===== src/rtl/writeback_arbiter.sv =====
// writeback_arbiter: round-robin share of the GPR write port and CR0 port between FX and LS
module writeback_arbiter #(
    parameter int regWidth  = 5,
    parameter int dataWidth = 64,
    parameter int fifoDepth = 4,
    parameter int ptrWidth  = 2
) (
    input  logic                 clock_i,
    input  logic                 reset_i,
    input  logic                 fxValid_i,
    input  logic                 fxRegWriteEnable_i,
    input  logic [regWidth-1:0]  fxRegAddress_i,
    input  logic [dataWidth-1:0] fxRegValue_i,
    input  logic                 fxCRUpdateEnable_i,
    input  logic [3:0]           fxCR0_i,
    output logic                 fxStall_o,
    input  logic                 lsValid_i,
    input  logic                 lsReg1Enable_i,
    input  logic                 lsReg2Enable_i,
    input  logic [regWidth-1:0]  lsReg1Address_i,
    input  logic [regWidth-1:0]  lsReg2Address_i,
    input  logic [dataWidth-1:0] lsReg1Value_i,
    input  logic [dataWidth-1:0] lsReg2Value_i,
    output logic                 lsStall_o,
    output logic                 wbEnable_o,
    output logic [regWidth-1:0]  wbAddress_o,
    output logic [dataWidth-1:0] wbValue_o,
    output logic [2:0]           wbUnitCode_o,
    output logic                 crEnable_o,
    output logic [3:0]           crVal_o
);
    localparam int CW = ptrWidth + 1;
    typedef struct packed {
        logic                 we;
        logic [regWidth-1:0]  addr;
        logic [dataWidth-1:0] val;
        logic                 ce;
        logic [3:0]           cr;
    } fx_t;
    typedef struct packed {
        logic                 e1;
        logic [regWidth-1:0]  a1;
        logic [dataWidth-1:0] v1;
        logic                 e2;
        logic [regWidth-1:0]  a2;
        logic [dataWidth-1:0] v2;
    } ls_t;
    typedef enum logic {IDLE, SECOND} state_t;
    fx_t fx_mem [fifoDepth];
    ls_t ls_mem [fifoDepth];
    fx_t fx_head;
    ls_t ls_head;
    logic [ptrWidth-1:0] fx_rd, fx_wr, ls_rd, ls_wr;
    logic [CW-1:0] fx_cnt, ls_cnt, fx_cnt_n, ls_cnt_n;
    state_t state, state_n;
    logic last_ls, fx_push, ls_push, fx_acc, ls_acc, fx_pop, ls_pop;
    logic grant_fx, grant_ls, ls_any, use_r1, ls_dual;
    logic wb_en_n, cr_en_n;
    logic [regWidth-1:0] wb_addr_n;
    logic [dataWidth-1:0] wb_val_n;
    logic [2:0] code_n;
    logic [3:0] cr_n;

    assign fx_head  = fx_mem[fx_rd];
    assign ls_head  = ls_mem[ls_rd];
    assign fx_push  = fxValid_i && (fxRegWriteEnable_i || fxCRUpdateEnable_i);
    assign ls_push  = lsValid_i && (lsReg1Enable_i || lsReg2Enable_i);
    assign fx_acc   = fx_push && (fx_cnt != CW'(fifoDepth) || fx_pop);
    assign ls_acc   = ls_push && (ls_cnt != CW'(fifoDepth) || ls_pop);
    assign fx_cnt_n = fx_cnt + CW'(fx_acc) - CW'(fx_pop);
    assign ls_cnt_n = ls_cnt + CW'(ls_acc) - CW'(ls_pop);
    assign ls_dual  = ls_head.e1 && ls_head.e2;

    // Grant selection, pops, next state and the next output word
    always_comb begin
        grant_fx  = state == IDLE && fx_cnt != '0 && (ls_cnt == '0 || last_ls);
        grant_ls  = state == IDLE && ls_cnt != '0 && !grant_fx;
        ls_any    = grant_ls || state == SECOND;
        use_r1    = grant_ls && ls_head.e1;
        fx_pop    = grant_fx;
        ls_pop    = state == SECOND || (grant_ls && !ls_dual);
        state_n   = grant_ls && ls_dual ? SECOND : IDLE;
        wb_en_n   = grant_fx ? fx_head.we : ls_any;
        wb_addr_n = grant_fx ? fx_head.addr : use_r1 ? ls_head.a1 : ls_any ? ls_head.a2 : '0;
        wb_val_n  = grant_fx ? fx_head.val : use_r1 ? ls_head.v1 : ls_any ? ls_head.v2 : '0;
        code_n    = ls_any ? 3'd2 : 3'd0;
        cr_en_n   = grant_fx && fx_head.ce;
        cr_n      = grant_fx ? fx_head.cr : 4'd0;
    end

    // FSM state and round-robin pointer; pointer holds through the LS second write
    always_ff @(posedge clock_i) begin
        if (!reset_i) begin
            state   <= IDLE;
            last_ls <= 1'b1;
        end else begin
            state   <= state_n;
            last_ls <= grant_ls || (last_ls && !grant_fx);
        end
    end

    // Per-source FIFOs; a push into a full FIFO is dropped unless a pop frees a slot
    always_ff @(posedge clock_i) begin
        if (!reset_i) begin
            fx_rd  <= '0;
            fx_wr  <= '0;
            fx_cnt <= '0;
            ls_rd  <= '0;
            ls_wr  <= '0;
            ls_cnt <= '0;
        end else begin
            if (fx_acc) begin
                fx_mem[fx_wr] <= {fxRegWriteEnable_i, fxRegAddress_i, fxRegValue_i, fxCRUpdateEnable_i, fxCR0_i};
                fx_wr         <= fx_wr + ptrWidth'(1);
            end
            if (ls_acc) begin
                ls_mem[ls_wr] <= {lsReg1Enable_i, lsReg1Address_i, lsReg1Value_i, lsReg2Enable_i, lsReg2Address_i, lsReg2Value_i};
                ls_wr         <= ls_wr + ptrWidth'(1);
            end
            if (fx_pop) fx_rd <= fx_rd + ptrWidth'(1);
            if (ls_pop) ls_rd <= ls_rd + ptrWidth'(1);
            fx_cnt <= fx_cnt_n;
            ls_cnt <= ls_cnt_n;
        end
    end

    // Registered write-port outputs and stalls (stall keeps one slot for an in-flight result)
    always_ff @(posedge clock_i) begin
        if (!reset_i) begin
            wbEnable_o   <= 1'b0;
            wbAddress_o  <= '0;
            wbValue_o    <= '0;
            wbUnitCode_o <= 3'd0;
            crEnable_o   <= 1'b0;
            crVal_o      <= 4'd0;
            fxStall_o    <= 1'b0;
            lsStall_o    <= 1'b0;
        end else begin
            wbEnable_o   <= wb_en_n;
            wbAddress_o  <= wb_addr_n;
            wbValue_o    <= wb_val_n;
            wbUnitCode_o <= code_n;
            crEnable_o   <= cr_en_n;
            crVal_o      <= cr_n;
            fxStall_o    <= fx_cnt_n >= CW'(fifoDepth - 1);
            lsStall_o    <= ls_cnt_n >= CW'(fifoDepth - 1);
        end
    end
endmodule


===== config.mk =====
export PLATFORM = sky130hd
export DESIGN_NAME = writeback_arbiter
export DESIGN_NICKNAME = d
export VERILOG_FILES = /design/src/rtl/writeback_arbiter.sv
export SDC_FILE = /design/constraint.sdc
export NUM_CORES = 1
export LEC_CHECK = 0
export BUFFER_PORTS_ARGS = -buffer_cell sky130_fd_sc_hd__buf_4
export CORE_UTILIZATION = 64
export CTS_CLUSTER_DIAMETER = 50
export DETAILED_ROUTE_END_ITERATION = 8
export GPL_ROUTABILITY_DRIVEN = 1
export PLACE_DENSITY = 0.85
export SYNTH_ARGS = -nofsm -noshare
export SYNTH_HDL_FRONTEND = slang
export SYNTH_SLANG_ARGS = --single-unit
export TNS_END_PERCENT = 10

===== constraint.sdc =====
create_clock -name clock_i -period 15.1 [get_ports clock_i]
set_clock_uncertainty 0.05 [all_clocks]
set_input_delay 0.755 -clock clock_i [delete_from_list [all_inputs] [get_ports clock_i]]
set_output_delay 0.755 -clock clock_i [all_outputs]
set_load 0.1 [all_outputs]

Yosys cells after proc, flatten, opt, wreduce, memory -nomap -nowiden
Memory sizes are Yosys's and may differ from the RTL's. A register that Yosys moved wholly into a read port is not among the register bits.
Index checks and enable logic that the tools add are counted.
{"block": "totals", "output_inout_bits": 80, "input_bits": 219, "mem_bits_rw": 860, "register_bits": 96, "memories": 2}
{"block": "op_classes", "bitwise_logic": 1, "muxes": 19, "n_addsub": 8, "eq_ne": 2, "n_reduce_logical": 28, "n_lt_le_gt_ge": 2}
{"name": "ls_mem", "depth": 4, "width": 140, "read_ports": 1, "rd_ports_with_merged_regs": 1, "wr": 1, "line": "50", "text": "ls_t ls_mem [fifoDepth];"}
{"name": "fx_mem", "depth": 4, "width": 75, "read_ports": 1, "rd_ports_with_merged_regs": 1, "wr": 1, "line": "49", "text": "fx_t fx_mem [fifoDepth];"}
{"cell": "two-way mux 64 bit", "n": 3}
{"cell": "two-way mux 5 bit", "n": 3}
{"cell": "logical AND 1 bit", "n": 14}
{"cell": "two-way mux 2 bit", "n": 5}
{"cell": "adder 2 x 1 -> 2 bit, second input constant", "n": 4}
{"cell": "logical OR 1 bit", "n": 8}
{"cell": "two-way mux 1 bit", "n": 8}
{"cell": "adder 3 x 1 -> 3 bit", "n": 2}
{"cell": "greater-or-equal comparator 3 x 2 -> 1 bit, second input constant", "n": 2}
{"cell": "!= test 3 bit, second input constant", "n": 2}
{"cell": "nonzero test 3 bit", "n": 2}
{"cell": "subtractor 3 x 1 -> 3 bit", "n": 2}
{"cell": "zero test 3 bit", "n": 1}
{"cell": "zero test 1 bit", "n": 2}
{"cell": "AND reduction 2 bit", "n": 1}
{"cell": "inverter 1 bit", "n": 1}

Logic depth before layout (Yosys ltp)
Gate-level depths: netlist of the first run.
{"block": "logic_depth", "depth_word": 12, "mapped_depth": 12, "ltp_nobuf": 12}

Worst setup path after synthesis of the first run
No wires, ideal clock.
{"block": "synth_timing", "kind": "reg-to-reg", "start": "register (tool-made name)", "end": "memory ls_mem[1][0] (netlist bit), enable pin", "path_stages_with_launch": 6, "n_path_buf": 1, "setup_slack_ns": 9.709, "synth_period_minus_slack_ns": 5.391, "setup_ns": 0.517, "arrival_time_ns": 4.824, "path_cell_list": "dfxtp_1 > buf_4 > mux4_2 > a211oi_2 > o31a_1 > and3_1"}
{"item": "to (decl)", "line": "50"}

==> out/qor.tcl, run 1 <==
set qor(cts_max_level) 3
set qor(cp-end-kind) {flip-flop}
set qor(residual_overflow_from_global_routing) 0
set qor(number_of_enable_flip_flop_cells_after_synthesis) 860
set qor(yosysUniqueCellTypes) 36
set qor(drcViolationCount) 0
set qor(period_share) 0.320
set qor(ir_drop_mv) 0.152
set qor(cts.repair_timing.setup_buffer_count) 0
set qor(first_iter_violations) 1867
set qor(timing.setup.critical_path_class) {reg2reg}
set qor(fraction_of_final_layout_cells_with_drive_strength_greater_than_1) 0.359
set qor(floorplan.io_pins) 299
set qor(grt_pass1_vias) 17897
set qor(ff2ff_path_depth) 5
set qor(initial_utilization) 0.648
set qor(synth_top_cell_area_share) 0.741
set qor(port_buffers) 296
set qor(max_cap_viol_count) 0
set qor(synthMostInstantiatedCell) {sky130_fd_sc_hd__edfxtp_1}
set qor(root_buffer) {sky130_fd_sc_hd__clkbuf_16}
set qor(pwr_density_nw_per_um2) 178
set qor(avgSynthCellArea_um2) 22.4
set qor(tritoncts) {built}
set qor(slew-limit-headroom) 0.157
set qor(setup-tns-final_ps) 0
set qor(cts-resized-gates) 0
set qor(synth_area_leaders) {sky130_fd_sc_hd__edfxtp_1 (74%), sky130_fd_sc_hd__mux4_2 (14%), sky130_fd_sc_hd__dfxtp_1 (5.6%)}
set qor(numCtsBuffers) 92
set qor(drt-pass1-iter-count) 5
set qor(avgRoutedWirePerCell_um) 29.1
set qor(cts.reportedPaths.clkPinSlew_ps) 60
set qor(final.min_clock_period_ps) 4830
set qor(layout.cell_area.non_filler_um2) 41000
set qor(static-leakage-power_nw) 13.9
set qor(dp_slack_ps) 10320
set qor(cts.sinks) 958
set qor(setup_repair_after_global_routing_missed_its_margin) {no}
set qor(clock_path_buffers) 3
set qor(synthesis.area_um2) 34800
set qor(synthToLayoutAreaGrowth_pct) 17.7
set qor(post_dp_cell_area_um2) 37800
set qor(row_cnt) 85
set qor(initial_antenna_violation_count) 12
set qor(dieWidth_um) 235
set qor(gr-usage-all-layers) 0.286
set qor(detail_route.wirelength_mm) 77.7
set qor(synthesis_warnings) 0
set qor(drt-vias-per-instance) 6.40
set qor(critPathArrivalTime_ps) 5020
set qor(synth_top_cell_by_area) {sky130_fd_sc_hd__edfxtp_1}
set qor(half_perimeter_wire_length_after_detailed_placement_mm) 43.9
set qor(holdBufCountCts) 0
set qor(dominantRegCellSynth) {sky130_fd_sc_hd__edfxtp_1}
set qor(grt_first_pass_wirelength_mm) 115
set qor(vias) 17121
set qor(timing.final.hold_violations) 0
set qor(die_area_um2) 55400
set qor(maximum_number_of_pins_on_one_net_before_global_route_repair) 82
set qor(num-nets-final) 2122
set qor(clock_latency_ps) 650
set qor(tightest_hold_check_type) {in2reg}
set qor(worst_slew_pin_slew_ps) 1260
set qor(seq_cells_post_synth) 958
set qor(finalPower_mw) 7.29
set qor(chipHeight_um) 235
set qor(filler_cell_count) 2685
set qor(run_status) {finished clean}
set qor(max_freq_mhz) 207
set qor(synth_sequential_area_ratio) 0.797
set qor(critPathLaunchType) {flip-flop}
set qor(critical_path_required_ps) 15290
set qor(crit_path_max_fanout) 81
set qor(synth.top_cells.by_count) {sky130_fd_sc_hd__edfxtp_1 (860), sky130_fd_sc_hd__mux4_2 (215), sky130_fd_sc_hd__nand2_1 (114)}
set qor(postRouteAntennaNets) 0
set qor(gp_routability_congestion) 0.760
set qor(placeable_core_region_um2) 53800
set qor(min_path_cells) 1
set qor(synthCells) 1557
set qor(report.final.slew_viol_count) 0
set qor(finalSetupViolCount) 0
set qor(setup_slack_ps) 10270
set qor(postSynth.asyncResetShare) 0
path summary, 6_finish.rpt:
check	from	endpoint	slack, ps
worst max register to register	flip-flop	ls_mem[3][22]$_DFFE_PP_	10270
worst min-delay path	fxRegValue_i[29]	fx_mem[0][34]$_DFFE_PP_	250
worst max-delay path	flip-flop	ls_mem[3][22]$_DFFE_PP_	10270
worst min register to register	ls_rd[1]$_SDFFE_PN0N_	ls_rd[1]$_SDFFE_PN0N_	500
kinds of logic after synthesis:
family,count (synthesis),synth area share
flip-flops,958,0.797
other,1,0.000108
multiplexers,248,0.148
AND/OR/NAND/NOR,155,0.0189
buffers and inverters,89,0.0117
XOR/XNOR,9,0.00226
adder cells (fa/ha/maj),13,0.00510
AO/OA/AOI/OAI,84,0.0161
cell usage in the layout (no fill, tap or decap), types with 3 or more instances in the layout:
cell,synthesis,routed
sky130_fd_sc_hd__a22oi_1,37,37
sky130_fd_sc_hd__and2_1,6,5
sky130_fd_sc_hd__and3_1,13,5
sky130_fd_sc_hd__and3_4,0,8
sky130_fd_sc_hd__buf_4,7,315
sky130_fd_sc_hd__bufinv_16,0,5
sky130_fd_sc_hd__clkbuf_1,40,15
sky130_fd_sc_hd__clkbuf_16,0,98
sky130_fd_sc_hd__clkbuf_8,0,25
sky130_fd_sc_hd__clkinv_2,0,18
sky130_fd_sc_hd__clkinvlp_4,0,5
sky130_fd_sc_hd__dfxtp_1,98,94
sky130_fd_sc_hd__dfxtp_4,0,4
sky130_fd_sc_hd__diode_2,0,8
sky130_fd_sc_hd__edfxtp_1,860,860
sky130_fd_sc_hd__ha_1,11,11
sky130_fd_sc_hd__inv_1,12,12
sky130_fd_sc_hd__inv_6,0,3
sky130_fd_sc_hd__mux2i_1,33,33
sky130_fd_sc_hd__mux4_2,215,215
sky130_fd_sc_hd__nand2_1,114,114
sky130_fd_sc_hd__nor2_1,11,11
sky130_fd_sc_hd__nor3_1,4,4
sky130_fd_sc_hd__o21ai_0,33,33
sky130_fd_sc_hd__xnor2_1,7,7
power breakdown:
group          switching, mW  internal, mW
sequential             0.147          3.09
clock                  0.979          1.40
combinational           1.08         0.594
layer usage:
metal / wire length [µm] / vias up / track usage
met5: 72 / - / 0
met4: 2400 / 12 / 0.0996
met3: 7440 / 147 / 0.0736
met2: 38900 / 983 / 0.464
met1: 28900 / 8901 / 0.384
li1: - / 7078 / -
registers in the layout (all words and copies together), names as in the netlist, 3 cells and up, named ones only:
name / count
wbAddress_o: 5
wbValue_o: 64
fx_mem: 300
fx_cnt: 3
crVal_o: 4
ls_cnt: 3
ls_mem: 560
stage by stage:
| step | hold slack, ps | utilization | instances |
|---|---|---|---|
| 6_report | 253 | 0.762 | 2674 |
| 5_1_grt | 232 | 0.762 | 2673 |
| 4_1_cts | 227 | 0.762 | 2666 |
| 3_5_place_dp | 479 | 0.702 | 2492 |
| 3_3_place_gp | 452 | 0.702 | 2492 |
| 2_1_floorplan | 435 | - | 1558 |
worst max-delay path, cell delays in order, from the launching register on:
cell and delay (ps):
sky130_fd_sc_hd__dfxtp_4 1110, sky130_fd_sc_hd__mux4_2 450, sky130_fd_sc_hd__a211oi_2 410, sky130_fd_sc_hd__o31a_1 370
sky130_fd_sc_hd__and3_4 870, sky130_fd_sc_hd__buf_4 1020
cell type report:
cell class	count	area (µm²)	share of cell area
inverters	12	45.0	0.00110
repair buffers	315	2360	0.0576
flip-flops and latches	958	27800	0.678
well taps	696	871	0.0212
multi-input cells	511	6700	0.163
clock inverters	36	362	0.00882
diodes	8	20.0	0.000488
clock buffers	138	2850	0.0695
(Power assumes the default switching activity.)
==> run 2, diff against run 1 <==
--- a/config.mk
+++ b/config.mk
@@ -6,11 +6,11 @@
 export NUM_CORES = 1
 export LEC_CHECK = 0
 export BUFFER_PORTS_ARGS = -buffer_cell sky130_fd_sc_hd__buf_4
-export CORE_UTILIZATION = 64
+export CORE_UTILIZATION = 53
 export CTS_CLUSTER_DIAMETER = 50
 export DETAILED_ROUTE_END_ITERATION = 8
 export GPL_ROUTABILITY_DRIVEN = 1
-export PLACE_DENSITY = 0.85
+export PLACE_DENSITY = 0.75
 export SYNTH_ARGS = -nofsm -noshare
 export SYNTH_HDL_FRONTEND = slang
 export SYNTH_SLANG_ARGS = --single-unit
==> constraint.sdc (replaced) <==
create_clock -name clock_i -period 4.4 [get_ports clock_i]
set_clock_uncertainty 0.05 [all_clocks]
set_input_delay 0.22 -clock clock_i [delete_from_list [all_inputs] [get_ports clock_i]]
set_output_delay 0.22 -clock clock_i [all_outputs]
set_load 0.1 [all_outputs]
==> run 2 against run 1 <==
Against the previous run:
- critical path depth unchanged
- via count up 2.4%
- fmax up 50%
- sequential power rose to 3.4 times the previous value
- critical endpoint is now ls_mem[1][14]$_DFFE_PP_
- register-to-register slack worse by 9100 ps
- critical path type unchanged
- die area up 21%
- highest routed layer unchanged
- utilization down 8.6 points
==> out/qor.tcl, run 2 (same netlist as run 1, synthesis figures left out) <==
set qor(most-common-layout-cells) {sky130_fd_sc_hd__edfxtp_1 (860), sky130_fd_sc_hd__buf_4 (313), sky130_fd_sc_hd__dlygate4sd3_1 (216), sky130_fd_sc_hd__mux4_2 (215), sky130_fd_sc_hd__nand2_1 (114)}
set qor(filler_cell_count) 4095
set qor(first_iter_violations) 1434
set qor(ir_drop_mv) 0.447
set qor(port_buffers) 296
set qor(numCtsBuffers) 98
set qor(row_cnt) 93
set qor(finalSetupViolCount) 0
set qor(timing.setup.critical_path_class) {reg2reg}
set qor(seq_area_um2) 27800
set qor(multi_input_comb_area_um2) 6700
set qor(setup-tns-final_ps) 0
set qor(critPathLaunchType) {flip-flop}
set qor(seq_power_share) 0.434
set qor(half_perimeter_wire_length_after_detailed_placement_mm) 43.8
set qor(clock_power_share) 0.333
set qor(tightest_hold_check_type) {in2reg}
set qor(numPlacedInstances) 2662
set qor(fraction_of_final_layout_cells_with_drive_strength_greater_than_1) 0.326
set qor(placeable_core_region_um2) 64700
set qor(dieWidth_um) 258
set qor(total_switching_power_mw) 7.63
set qor(detail_route.wirelength_mm) 76.3
set qor(cts.repair_timing.setup_buffer_count) 0
set qor(clock_latency_ps) 650
set qor(drt-vias-per-instance) 5.72
set qor(synthToLayoutAreaGrowth_pct) 25.6
set qor(layout_commonest_cell) {sky130_fd_sc_hd__edfxtp_1}
set qor(vias) 17525
set qor(die_area_um2) 66800
set qor(cts.sinks) 958
set qor(largest_register_ff_count) 560
set qor(biggestRegsByFlops) {ls_mem x560, fx_mem x300, wbValue_o x64}
set qor(grt_first_pass_wirelength_mm) 113
set qor(pwr-share-comb) 0.232
set qor(period_share) 0.733
set qor(tritoncts) {built}
set qor(clock_path_buffers) 3
set qor(cts.reportedPaths.clkPinSlew_ps) 60
set qor(pwr_density_nw_per_um2) 582
set qor(postRouteAntennaNets) 0
set qor(residual_overflow_from_global_routing) 0
set qor(worst_slew_pin_slew_ps) 1220
set qor(final.min_clock_period_ps) 3230
set qor(max_cap_viol_count) 0
set qor(setup_repair_after_global_routing_missed_its_margin) {no}
set qor(timing.final.hold_violations) 0
set qor(crit_path_max_fanout) 42
set qor(cts_max_level) 3
set qor(initial_utilization) 0.539
set qor(final_cells) 3066
set qor(drt-pass1-iter-count) 5
set qor(netSwitchingFraction) 0.299
set qor(maximum_number_of_pins_on_one_net_before_global_route_repair) 93
set qor(registers.top_by_ff_count) {ls_mem}
set qor(critical_path_required_ps) 4650
set qor(floorplan.io_pins) 299
set qor(run_status) {finished clean}
set qor(drcViolationCount) 0
set qor(gp_routability_congestion) 0.778
set qor(chipHeight_um) 258
set qor(root_buffer) {sky130_fd_sc_hd__clkbuf_16}
set qor(num-nets-final) 2355
set qor(gr-usage-all-layers) 0.231
set qor(max_freq_mhz) 310
set qor(grt_pass1_vias) 18536
set qor(slew-limit-headroom) 0.189
set qor(final.hold.worst_slack_ps) 39.7
set qor(cp-end-kind) {flip-flop}
set qor(power_report.internal_total_mw) 17.9
set qor(initial_antenna_violation_count) 8
set qor(avgRoutedWirePerCell_um) 24.9
set qor(critPathArrivalTime_ps) 3480
set qor(report.final.slew_viol_count) 0
set qor(static-leakage-power_nw) 15.0
==> run 2: changes by cell type in the layout (fill, tap and decap cells not counted), sizes merged, moves of 4 or more <==
| cell | change |
|---|---|
| inv | +6 |
| clkbuf | -11 |
| buf | +11 |
| bufinv | +7 |
| clkinvlp | +4 |
| dlygate4sd3 | +216 |
==> run 2: routing by layer <==
metal  global-route usage  vias to the layer above  wire length, µm
met1                0.308                     9088            30300
li1                     -                     7551                -
met4               0.0697                        8             1740
met3               0.0423                      133             5490
met5                    0                        -               55
met2                0.390                      745            38800
==> run 2: timing repair <==
action | in CTS | in global routing
hold endpoints to repair | 871 | 0
resized for setup | 0 | 0
hold buffers | 216 | 0
==> run 2: power by group through the flow <==
stage / Combinational, mW / Clock (mW) / Sequential, mW
final: 5.92 / 8.50 / 11.1
after CTS: 5.98 / 8.62 / 11.1
after global routing: 6.23 / 8.98 / 11.1
after detailed placement: 5.78 / 0 / 11.3
after global placement: 5.70 / 0 / 11.2
after floorplan: 2.81 / 0 / 12.6
==> run 2: worst max-delay path: stages (launching register included) <==
cell and delay [ps]:
sky130_fd_sc_hd__dfxtp_4 690, sky130_fd_sc_hd__mux4_2 410, sky130_fd_sc_hd__a211oi_2 360, sky130_fd_sc_hd__o31a_1 360
sky130_fd_sc_hd__and3_4 610, sky130_fd_sc_hd__buf_12 340
==> run 2: through the flow <==
| step | area (µm²) | util | power, mW | setup slack [ps] |
|---|---|---|---|---|
| 6_report | 43800 | 0.676 | 25.5 | 1170 |
| 4_1_cts | 43700 | 0.676 | 25.7 | 1120 |
| 2_1_floorplan | 34900 | - | 15.4 | -990 |
| 3_5_place_dp | 38200 | 0.591 | 17.0 | 1130 |
| 5_1_grt | 43800 | 0.676 | 26.3 | 977 |
| 3_3_place_gp | 38200 | 0.591 | 16.9 | 1200 |
==> run 2: area by class of cell <==
class / count / share of cell area
Antenna cell: 5 / 0.000286
Clock buffer: 127 / 0.0613
Clock inverter: 56 / 0.0154
Inverter: 12 / 0.00103
Multi-Input combinational cell: 511 / 0.153
Sequential cell: 958 / 0.635
Tap cell: 855 / 0.0244
Timing Repair Buffer: 542 / 0.109
==> run 2: final timing paths <==
kind	cells past startpoint	startpoint	slack, ps	end
setup / recovery	5	flip-flop	1170	ls_mem[1][14]$_DFFE_PP_
hold / removal	4	fxValid_i	40	fx_wr[0]$_SDFFE_PN0P_
setup reg to reg	5	flip-flop	1170	ls_mem[1][14]$_DFFE_PP_
hold reg to reg	2	fx_rd[1]$_SDFFE_PN0N_	490	flip-flop
